File: config.mk
export PLATFORM = sky130hd
export DESIGN_NAME = fetch_stage
export DESIGN_NICKNAME = d
export VERILOG_FILES = /design/src/rtl/fetch_stage.sv
export SDC_FILE = /design/constraint.sdc
export NUM_CORES = 1
export LEC_CHECK = 0
export CAP_MARGIN = 20
export CORE_ASPECT_RATIO = 0.7
export CORE_MARGIN = 3
export CORE_UTILIZATION = 38
export CTS_CLUSTER_SIZE = 40
export DETAILED_ROUTE_END_ITERATION = 8
export PLACE_DENSITY = 0.82
export SLEW_MARGIN = 15
export SYNTH_ARGS = -nofsm -noshare
export SYNTH_HDL_FRONTEND = slang
export SYNTH_SLANG_ARGS = --single-unit
File: constraint.sdc
create_clock -name clk -period 2.1 [get_ports clk]
set_clock_uncertainty 0.05 [all_clocks]
set_input_delay 0.42 -clock clk [delete_from_list [all_inputs] [get_ports clk]]
set_output_delay 0.42 -clock clk [all_outputs]
set_load 0.01 [all_outputs]
File: src/rtl/fetch_stage.sv
// Instruction fetch stage: owns the PC, addresses the instruction memory and fills the IF/ID register.
// Optional misaligned-redirect trap is enabled by defining FETCH_ALIGN_CHECK_EN.
module fetch_stage #(
    parameter logic [31:0] RESET_PC = 32'h0000_0000
) (
    input  logic        clk,
    input  logic        reset,
    input  logic        stall,
    input  logic        branch_taken,
    input  logic [31:0] branch_target,
    input  logic        jump,
    input  logic [25:0] jump_index,
    output logic [31:0] imem_addr,
    input  logic [31:0] imem_instr,
    output logic [31:0] if_id_instr,
    output logic [31:0] if_id_pc4,
    output logic        if_id_valid
`ifdef FETCH_ALIGN_CHECK_EN
    ,
    output logic        fetch_fault
`endif
);

    logic [31:0] pc_p0;
    logic [31:0] pc_plus4_p0;
    logic [31:0] jump_target_p0;
    logic [31:0] redirect_target_p0;
    logic        redirect_p0;

    always_comb begin
        pc_plus4_p0        = pc_p0 + 32'd4;
        jump_target_p0     = {pc_plus4_p0[31:28], jump_index, 2'b00};
        redirect_p0        = branch_taken | jump;
        redirect_target_p0 = branch_taken ? branch_target : jump_target_p0;
    end

    assign imem_addr = pc_p0;

    // IF -> IF/ID boundary
`ifdef FETCH_ALIGN_CHECK_EN
    logic misaligned_p0;
    assign misaligned_p0 = redirect_p0 && (redirect_target_p0[1:0] != 2'b00);

    always_ff @(posedge clk) begin
        if (reset) begin
            pc_p0       <= RESET_PC;
            if_id_instr <= 32'h0;
            if_id_pc4   <= 32'h0;
            if_id_valid <= 1'b0;
            fetch_fault <= 1'b0;
        end else if (fetch_fault) begin
            // Trapped: PC frozen, decode sees only bubbles until reset.
            if_id_instr <= 32'h0;
            if_id_pc4   <= 32'h0;
            if_id_valid <= 1'b0;
        end else if (redirect_p0) begin
            if (misaligned_p0) begin
                fetch_fault <= 1'b1;
            end else begin
                pc_p0 <= redirect_target_p0;
            end
            if_id_instr <= 32'h0;
            if_id_pc4   <= 32'h0;
            if_id_valid <= 1'b0;
        end else if (!stall) begin
            pc_p0       <= pc_plus4_p0;
            if_id_instr <= imem_instr;
            if_id_pc4   <= pc_plus4_p0;
            if_id_valid <= 1'b1;
        end
    end
`else
    always_ff @(posedge clk) begin
        if (reset) begin
            pc_p0       <= RESET_PC;
            if_id_instr <= 32'h0;
            if_id_pc4   <= 32'h0;
            if_id_valid <= 1'b0;
        end else if (redirect_p0) begin
            // Low address bits are dropped so the PC always stays word-aligned.
            pc_p0       <= redirect_target_p0 & ~32'h3;
            if_id_instr <= 32'h0;
            if_id_pc4   <= 32'h0;
            if_id_valid <= 1'b0;
        end else if (!stall) begin
            pc_p0       <= pc_plus4_p0;
            if_id_instr <= imem_instr;
            if_id_pc4   <= pc_plus4_p0;
            if_id_valid <= 1'b1;
        end
    end
`endif

endmodule

==> reports/metrics.cfg <==
[outcome]
status = complete, no violations

[routing]
ant_nets = 0
drt-initial-drc-count = 303
drc = 0
post_drt_via_cell_ratio = 5.14
first_pass_iters = 4
wl_per_cell_um = 16.6
drt_wl_total_um = 14800
vias = 4592

[timing]
setup_violations = 0
drv_slew = 0
clock.fmax_mhz = 496
tightest_slew_ns = 0.582
min_period_ns = 2.02
post-route-period-util = 0.961
rsz0062_at_grt = true
hold_viol_final = 0
max_slew_margin = 0.611
tns_ns = 0
worst_slack_ns = 0.0820
hold_ws_ns = 0.393

[power]
p_leak_nw = 2.75
p_seq_frac = 0.435
switching_power_mw = 1.03
power_frac_comb = 0.167
ir_worst_vdd_mv = 0.488
switching_share = 0.239
internal_power_mw = 3.29
pwr-share-clk = 0.399
powerDensity_nw_per_um2 = 616
finalPower_mw = 4.32

[final_layout]
stdcell_area_um2 = 7010
diodes = 0
final_nets = 831
final_util = 0.632
drive_gt1_frac = 0.126
syn_to_final_growth_pct = 60.6
fin_cells = 893

[clocking]
clockBufferDepth = 2
clock_sinks = 93
clk_latency_ns = 0.34
cts.reportedPaths.clkPinSlew_ns = 0.06
clockRootBuffer = clkbuf_16
htree_num_levels = 3
cts_buffers = 9
cts_tree = built

[logic_synthesis]
yosys_register_bits = 93
synth_xor_area_frac = 0.0662
mappedNetlistArea_um2 = 4360
synthMuxAreaShare = 0.0780
avgSynthCellArea_um2 = 8.27
netlist_instances = 528
ys.flop_type = dfxtp_1
yosys.cell_types.count = 40
synth_fa_ha_area_frac = 0.00287
synth_most_common_cell = dfxtp_1
synth_top_family_by_area = simple AND/OR/NAND/NOR gates
ys_async_sr_fraction = 0
synth_area_leader_cell = dfxtp_1
ys_seq_area_frac = 0.427
synth_area_leaders = dfxtp_1 (43%), mux2i_1 (7.8%), nand2_1 (6.9%)
synthSimpleGateAreaFrac = 0.228
ys_warn_count = 0
synth_edf_count = 0
synth_compound_area_frac = 0.141
synth_top_area_frac = 0.427
synth.cells.most_frequent = dfxtp_1 (93), nand2_1 (80), a21oi_1 (50), nor2_1 (46), mux2i_1 (34)

[floorplan]
die_area_um2 = 12800
start_util = 0.394
die_h_um = 95.7
die_x_um = 134
rows = 32
io_pins = 192
core_area_um2 = 11100

[critical_path]
crit_path_start_kind = register
critPathRequiredTime_ns = 2.27
critical_path.top_delay_family = simple AND/OR/NAND/NOR gates
crit_chain = nand4_1, buf_4, or3_4, nor4_1, xor2_1, o21a_1
cp_max_fo = 10
critPathSlowestCell = or3_4
critPathBufInv = 1
cpPeakStageDelay_ns = 0.46
endpoint_kind = register
crit_type = reg -> reg
worstPathArrival_ns = 2.19

[global_routing]
grt_start_max_net_pins = 58
overflow = 0
grt_usage = 0.220
grt_pass1_vias = 4426
antenna_found_initial = 0
grt_pass1_wl_um = 22400

[placed_design]
dpl.cell_count = 877
dpl_cell_area_um2 = 6640
pre_cts_ws_ns = -0.130
dp_hpwl_um = 11000
portBuffers = 185
place_congestion = 0.879

[run]
cap_violations = 0

[hold_path]
hp-class = reg -> reg

## flip-flops by register name (all words and copies together), names as in the netlist
| name | count |
|---|---|
| if_id_pc4 | 30 |
| if_id_valid | 1 |
| imem_addr | 30 |
| if_id_instr | 32 |
## cells by family (layout without fill, tap and decap cells)
family / after synthesis / after routing
AO/OA/AOI/OAI: 111 / 111
XOR/XNOR: 33 / 33
multiplexers: 34 / 34
other: 1 / 4
flip-flops: 93 / 93
adder cells (fa/ha/maj): 1 / 1
AND/OR/NAND/NOR: 198 / 198
buffers and inverters: 57 / 266
## worst reg2reg max path: cells and delay by family, from the launching register on
family	cells	cell delay, ns
and+or+nand+nor	3	1.00
DFF	1	0.34
buffers and inverters	1	0.22
AOI/OAI and AO/OA	1	0.19
xor gates and xnor gates	1	0.11
## repair_timing
action / CTS / global route
endpoints found under the setup margin: 5 / 13
setup buffers: 0 / 0
resized for setup: 2 / 13
hold buffers: 0 / 0
pin swaps: 2 / 5
## power by group through the flow
stage	combinational, mW	clock [mW]	sequential [mW]
5_1_grt	0.770	1.82	1.88
2_1_floorplan	0.251	0	1.95
3_3_place_gp	0.699	0	1.91
6_report	0.719	1.72	1.88
3_5_place_dp	0.713	0	1.91
4_1_cts	0.717	1.75	1.87
## cells in the final DEF (no fill, tap or decap), types with 5 or more instances in the layout
cell type,synthesis,layout
o21ai_0,32,32
clkbuf_16,0,9
o21a_1,8,8
clkdlybuf4s50_1,0,183
xnor2_1,19,19
nand2_1,80,80
dfxtp_2,0,7
a21oi_1,50,50
nor4_1,9,7
xor2_1,14,14
nand4_1,8,8
buf_4,4,50
o22ai_1,8,8
nand3b_1,18,18
inv_1,14,14
mux2i_1,34,34
a22oi_1,5,5
nand3_1,7,6
dfxtp_1,93,86
nor3_1,8,8
nor2_1,46,45
## routing by layer
layer | vias up | track usage | wire [um]
li1 | 2214 | - | -
met1 | 2174 | 0.290 | 6690
met2 | 190 | 0.360 | 6850
met3 | 14 | 0.0601 | 1100
met4 | 0 | 0.0585 | 158
met5 | - | 0 | 0
## area by class of cell
| type | count | area [um2] |
|---|---|---|
| clock buffer | 14 | 284 |
| fill | 949 | 4080 |
| timing repair buffer | 236 | 2250 |
| tap | 153 | 191 |
| inverter | 14 | 52.6 |
| multi-input combinational | 381 | 2320 |
| sequential | 93 | 1870 |
| clock inverter | 2 | 38.8 |
## final timing paths
path / from / end / slack [ns] / depth (start not counted)
worst max-delay path: imem_addr[8] / if_id_pc4[28] / 0.08 / 6
worst min-delay path: if_id_pc4[26] / if_id_pc4[26] / 0.39 / 2
worst max register to register: imem_addr[8] / if_id_pc4[28] / 0.08 / 6
worst min register to register: if_id_pc4[26] / if_id_pc4[26] / 0.39 / 2
(Power assumes the default switching activity.)
